**src/rtl/random_ack_gen.sv**
```systemverilog
// Random acknowledge generator: each channel acks pending requests using a shared
// 16-bit LFSR; BOUNDED mode adds a stall guard that forces an ack after MAX_STALL misses.
module random_ack_gen #(
    parameter int unsigned CH        = 3,
    parameter int unsigned THRESH    = 50,
    parameter int unsigned MAX_STALL = 16,
    parameter logic [15:0] SEED      = 16'hACE1
) (
    input  logic          clock,
    input  logic          reset,
    input  logic [1:0]    io_mode,
    input  logic [CH-1:0] io_req,
    output logic [CH-1:0] io_ack,
    output logic [CH-1:0] io_forced
);
    typedef enum logic [1:0] {
        MODE_OFF     = 2'b00,
        MODE_ALWAYS  = 2'b01,
        MODE_RANDOM  = 2'b10,
        MODE_BOUNDED = 2'b11
    } mode_t;

    // An all-zero LFSR would lock up, so a zero seed is replaced by 1.
    localparam logic [15:0] SEED_EFF = (SEED == 16'h0000) ? 16'h0001 : SEED;
    localparam logic [7:0]  THRESH_B = 8'(THRESH);
    localparam logic [7:0]  STALL_B  = 8'(MAX_STALL);

    mode_t         mode;
    logic [15:0]   lfsr;
    logic [CH-1:0] hit;
    logic [CH-1:0] force_on;
    logic [CH-1:0] ack_nxt;

    always_comb mode = mode_t'(io_mode);

    always_ff @(posedge clock) begin
        if (reset) begin
            lfsr      <= SEED_EFF;
            io_ack    <= '0;
            io_forced <= '0;
        end else begin
            lfsr      <= {lfsr[14:0], lfsr[15] ^ lfsr[13] ^ lfsr[12] ^ lfsr[10]};
            io_ack    <= ack_nxt;
            io_forced <= force_on & ~hit;
        end
    end

    for (genvar g = 0; g < CH; g++) begin : g_ch
        logic [6:0] win;
        logic [7:0] cnt;
        logic       h;
        logic       f;
        logic       a;

        // 7-bit window starting at bit g, wrapping around the 16-bit register
        for (genvar b = 0; b < 7; b++) begin : g_win
            assign win[b] = lfsr[(g + b) % 16];
        end

        always_comb begin
            h = ({1'b0, win} < THRESH_B);
            f = (mode == MODE_BOUNDED) && io_req[g] && (cnt == STALL_B);
            a = 1'b0;
            case (mode)
                MODE_OFF:     a = 1'b0;
                MODE_ALWAYS:  a = io_req[g];
                MODE_RANDOM:  a = io_req[g] & h;
                MODE_BOUNDED: a = io_req[g] & (h | f);
                default:      a = 1'b0;
            endcase
        end

        assign hit[g]      = h;
        assign force_on[g] = f;
        assign ack_nxt[g]  = a;

        // Stall counter runs in every mode so entering BOUNDED can force immediately.
        always_ff @(posedge clock) begin
            if (reset) begin
                cnt <= '0;
            end else if (io_req[g] && !a) begin
                cnt <= (cnt == STALL_B) ? cnt : cnt + 8'd1;
            end else begin
                cnt <= '0;
            end
        end
    end
endmodule

```
**config.mk**
```make
export PLATFORM = sky130hd
export DESIGN_NAME = random_ack_gen
export DESIGN_NICKNAME = d
export VERILOG_FILES = /design/src/rtl/random_ack_gen.sv
export SDC_FILE = /design/constraint.sdc
export NUM_CORES = 1
export LEC_CHECK = 0
export ABC_AREA = 1
export CELL_PAD_IN_SITES_DETAIL_PLACEMENT = 1
export CELL_PAD_IN_SITES_GLOBAL_PLACEMENT = 2
export CORE_MARGIN = 2
export CORE_UTILIZATION = 34
export CTS_CLUSTER_SIZE = 25
export DETAILED_ROUTE_END_ITERATION = 12
export GPL_ROUTABILITY_DRIVEN = 1
export PLACE_DENSITY_LB_ADDON = 0.3
export SYNTH_ARGS = -nofsm -noshare
export SYNTH_HDL_FRONTEND = slang
export SYNTH_SLANG_ARGS = --single-unit
```
**constraint.sdc**
```tcl
create_clock -name clock -period 1.64 [get_ports clock]
set_clock_uncertainty 0.05 [all_clocks]
set_input_delay 0.164 -clock clock [delete_from_list [all_inputs] [get_ports clock]]
set_output_delay 0.164 -clock clock [all_outputs]
set_load 0.05 [all_outputs]
```
### After elaboration in Yosys (flattened, before gate mapping)

Index checks and enable logic that the tools add are counted.

| cells by class | value |
|---|---|
| $add $sub $neg | 3 |
| magnitude comparators | 3 |
| bitwise operators | 17 |
| equal/unequal tests | 6 |
| reductions and logical operators | 16 |
| multiplexer cells | 3 |

Operators by type and width:

| operator | count |
|---|---|
| adder 8 x 1 -> 8 bit, second input constant | 3 |
| == test 8 x 5 -> 1 bit, second input constant | 3 |
| less-than comparator 7 x 6 -> 1 bit, second input constant | 3 |
| one-hot mux 1 bit (4 select lines) | 3 |
| logical AND 1 bit | 9 |
| AND 1 bit | 6 |
| OR reduction 2 bit | 3 |
| == test 2 bit, second input constant | 2 |
| AND 3 bit | 1 |
| logical NOT 1 bit | 3 |
| inverter 1 bit | 3 |
| inverter 3 bit | 1 |
| bitwise OR 1 bit | 3 |
| bitwise XOR 1 bit | 3 |
| == test 2 x 1 -> 1 bit, second input constant | 1 |
| logical NOT 2 bit | 1 |

| storage, ports and cells | value |
|---|---|
| output and inout port bits | 6 |
| word-level logic and storage cells | 54 |
| register bits | 46 |

### Longest topological paths before layout

| depth | value |
|---|---|
| word-level depth | 10 |
| depth in mapped cells | 9 |
| mapped depth without buffers | 9 |

### Worst setup path before layout

No wires, ideal clock.

| path | value |
|---|---|
| path kind | register to register |
| from | register g_ch[1].cnt[0] |
| to | register g_ch[1].cnt[0] |
| data required time | 1.474 ns |
| stages on the path, launching flop included | 10 |
| clock period less this slack | 1.214 ns |
| buffers on the path | 0 |
| arrival time | 1.048 ns |
| setup slack | 0.426 ns |
| setup time | 0.116 ns |
| cells stage by stage | dfxtp_1 -> inv_1 -> ha_1 -> inv_1 -> nor2_1 -> nand3_1 -> nand3_1 -> nand2_2 -> nand2_4 -> nor2_1 |

| between the ends | value |
|---|---|
| longest elaborated chain between the ends | 9 |
| elaborated cells between the ends (all ways) | 10 |

RTL lines:

| element | RTL line | text |
|---|---|---|
| start, declared | 50 | `logic [7:0] cnt;` |
| start signal, assigned | 82 | `cnt <= (cnt == STALL_B) ? cnt : cnt + 8'd1;` |
| == test 8 x 5 -> 1 bit | 62, 82 |  |
| logical AND 1 bit | 62 | `f = (mode == MODE_BOUNDED) && io_req[g] && (cnt == STALL_B);` |
| bitwise OR 1 bit | 68 | `MODE_BOUNDED: a = io_req[g] & (h \| f);` |
| AND 1 bit | 68 |  |
| one-hot mux 1 bit (4 select lines) | 64 | `case (mode)` |
| logical NOT 1 bit | 81 | `end else if (io_req[g] && !a) begin` |
| logical AND 1 bit | 81 |  |
| inverter 1 bit (no source line) | -- |  |
| OR reduction 2 bit (no source line) | -- |  |

Several ways; a longest one is shown, not always the timed one.
A chain may end at the register's enable or synchronous reset.

### Final worst setup path

| path | value |
|---|---|
| from | register g_ch[2].cnt[0] |
| to | register g_ch[2].cnt[3] |

| between the ends | value |
|---|---|
| longest elaborated chain between the ends | 9 |
| elaborated cells between the ends (all ways) | 10 |

RTL lines:

| element | RTL line |
|---|---|
| start, declared | 50 |
| start signal, assigned | 82 |
| == test 8 x 5 -> 1 bit | 62, 82 |
| logical AND 1 bit | 62 |
| bitwise OR 1 bit | 68 |
| AND 1 bit | 68 |
| one-hot mux 1 bit (4 select lines) | 64 |
| logical NOT 1 bit | 81 |
| logical AND 1 bit | 81 |
| inverter 1 bit (no source line) | -- |
| OR reduction 2 bit (no source line) | -- |

Several ways; a longest one is shown, not always the timed one.

==> results_dict.tcl <==
set metrics [dict create \
    ctsLongestPathBuffers 2 \
    cts_sinks 46 \
    die_y_microns 80.59 \
    num_rows 27 \
    dr.pass1.iters 4 \
    p_per_area_nw_per_um2 882.6 \
    rsz0062_at_grt "false" \
    crit_chain "inv_1 > ha_1 > inv_1 > nor2_1 > nand3_1 > nand3_1 > nand2_2 > nand2_4 > nor2_1" \
    post-cts-setup-buffers 0 \
    timing.final.crit_share_pct 84.52 \
    cts.clk_slew.worst_paths_ps 80 \
    cp_slowest_cell "dfxtp_1" \
    synth_area_per_cell_sq_um 7.641 \
    slew_violations 0 \
    final_cell_area_sq_um 2287 \
    port_buffers 12 \
    critPathCaptureType "flop" \
    grtUsageTotal_pct 13.20 \
    cts_max_level 2 \
    seq_area_frac_synth_pct 46.17 \
    synthTopCellsByCount "nor2_1, dfxtp_1, inv_1, nand2_1, xor2_1" \
    diodes 0 \
    cp-endpoint "g_ch[2].cnt[3]" \
    clock_latency_ps 290 \
    cp.depth 9 \
    routed_via_density 4.230 \
    hold_path_startpoint "lfsr[11]" \
    synth.most_common_cell "nor2_1" \
    antenna_left 0 \
    io_pins 13 \
    cp_max_fo 8 \
    synth_edf_count 0 \
    synth-main-ff-cell "dfxtp_1" \
    cap_violations 0 \
    status "completed" \
    fin_nets 294 \
    drc 0 \
    antenna_found_initial 0 \
    worstMarginPinSlew_ps 429.4 \
    setup_tns_ps 0 \
    ctsHoldBuffers 0 \
    cts_tree "built" \
    post-dp-hpwl_microns 2884 \
    die-area_sq_um 6495 \
    grt_pass1_wl_microns 6527 \
    synth_top_area_cell "dfxtp_1" \
    grt_overflow 0 \
    regToRegStartpoint "g_ch[2].cnt[0]" \
    vias 1489 \
    total_power_w 0.002019 \
    initial_core_util_pct 35.78 \
    crit_start "g_ch[2].cnt[0]" \
    vdd_ir_drop_max_mv 0.3565 \
    required_ps 1780 \
    setup_violations 0 \
    cts_root_buf "clkbuf_8" \
    synth-seq-cells 46 \
    wl_per_cell_microns 10.53 \
    fin_crit_ps 1386 \
    regToRegSetupSlack_ps 250 \
    synthArstFlopShare_pct 0 \
    timing.fmax_mhz 721.4 \
    first_global_vias 1490 \
    routed_wl_microns 3706 \
    arrival_ps 1530 \
    cp_slowest_stage_delay_ps 340 \
    area_growth_pct 14.68 \
    cts_buffers 5 \
    synth_cell_types 21 \
    cts_resized 0 \
    synth_nets 274 \
    synth_area_sq_um 1994 \
    grt_max_degree 15 \
    start_kind "flop" \
    cp_top_family "simple AND/OR/NAND/NOR gates" \
    placed_cell_area_sq_um 2205 \
    die_width_microns 80.59 \
    synthTopCellsByArea "dfxtp_1, nor2_1, inv_1, xor2_1, nand2_1" \
    core_area_sq_um 5574 \
    power_leakage_nw 1.024 \
    critPathBufInv 2 \
    synth_top_cell_area_share_pct 46.17 \
    drive_gt1_share_pct 13.21 \
    synth_cells 261 \
    yosys_warnings 0 \
    timing.rr.end "g_ch[2].cnt[3]" \
    hp-class "flop to flop" \
    routabilityCongestion 0.7071 \
    critPathKind "flop to flop" \
    reg2reg_depth 9 \
    hold_violations 0 \
    drt_iter0_drc 20 \
    slew_headroom_pct 71.29 \
]
[tightest hold or removal path, stage by stage, from the launching register on]
cell and delay, ps:
dfxtp_1 300, inv_1 40, nor2_1 30
[kinds of logic after synthesis]
kind of cell,share of synthesized area (%)
AND/OR/NAND/NOR,30.87
buffers and inverters,9.599
flip-flops,46.17
XOR/XNOR,8.344
adder cells (fa/ha/maj),3.764
AO/OA/AOI/OAI,1.255
[stage by stage]
step	util, %	setup slack, ps	cells	hold slack [ps]
floorplan	-	426.5	261	334.4
global placement	39.55	114.6	346	341.4
detailed placement	39.55	109.4	346	352.4
CTS	41.03	223.9	352	369.7
global route	41.03	90.33	352	389.4
finish	41.03	253.9	352	365.2
[cells in the final DEF (no fill, tap or decap), types with 4 or more instances in the layout]
cell type / instances
dfxtp_1: 46
or2_2: 7
nand3_1: 15
inv_1: 46
nand2_1: 37
clkdlybuf4s50_1: 6
nor2_1: 55
o21ai_0: 4
xor2_1: 18
buf_4: 9
ha_1: 6
clkbuf_8: 6
[worst min path at each step]
stage / to / slack [ps] / cells past startpoint
after floorplan: g_ch[1].cnt[7] / 330 / 3
after global placement: lfsr[15] / 340 / 1
after detailed placement: lfsr[12] / 350 / 2
after CTS: lfsr[12] / 370 / 2
after global routing: lfsr[15] / 390 / 1
final: lfsr[12] / 370 / 2
[registers in the layout, summed over array words and instances (netlist names)]
signal     flops
io_forced      3
lfsr          16
io_ack         3
g_ch.cnt      24
[cell type report]
class | count | area (sq um)
clock buffer | 6 | 82.58
fill | 717 | 3287
inverter | 49 | 183.9
multi-input combinational | 164 | 882.1
sequential | 46 | 920.9
tap | 72 | 90.09
timing repair buffer | 15 | 127.6
[power by group]
| part | switching (W) | internal (W) | total (W) |
|---|---|---|---|
| Combinational | 0.000102 | 0.0000694 | 0.000171 |
| Clock | 0.000351 | 0.000325 | 0.000677 |
| Sequential | 0.0000186 | 0.00115 | 0.00117 |
| Total | 0.000471 | 0.00155 | 0.00202 |
[per-layer routing]
layer / wire (microns) / global-route usage [%] / share of wire [%] / up-vias
li1: - / - / - / 805
met1: 1877 / 16.76 / 51 / 666
met2: 1685 / 21.42 / 45 / 13
met3: 95 / 3.034 / 2.6 / 5
met4: 47 / 5.593 / 1.3 / 0
met5: 0 / 0 / 0 / -
Power figures use the tool's default switching activity.
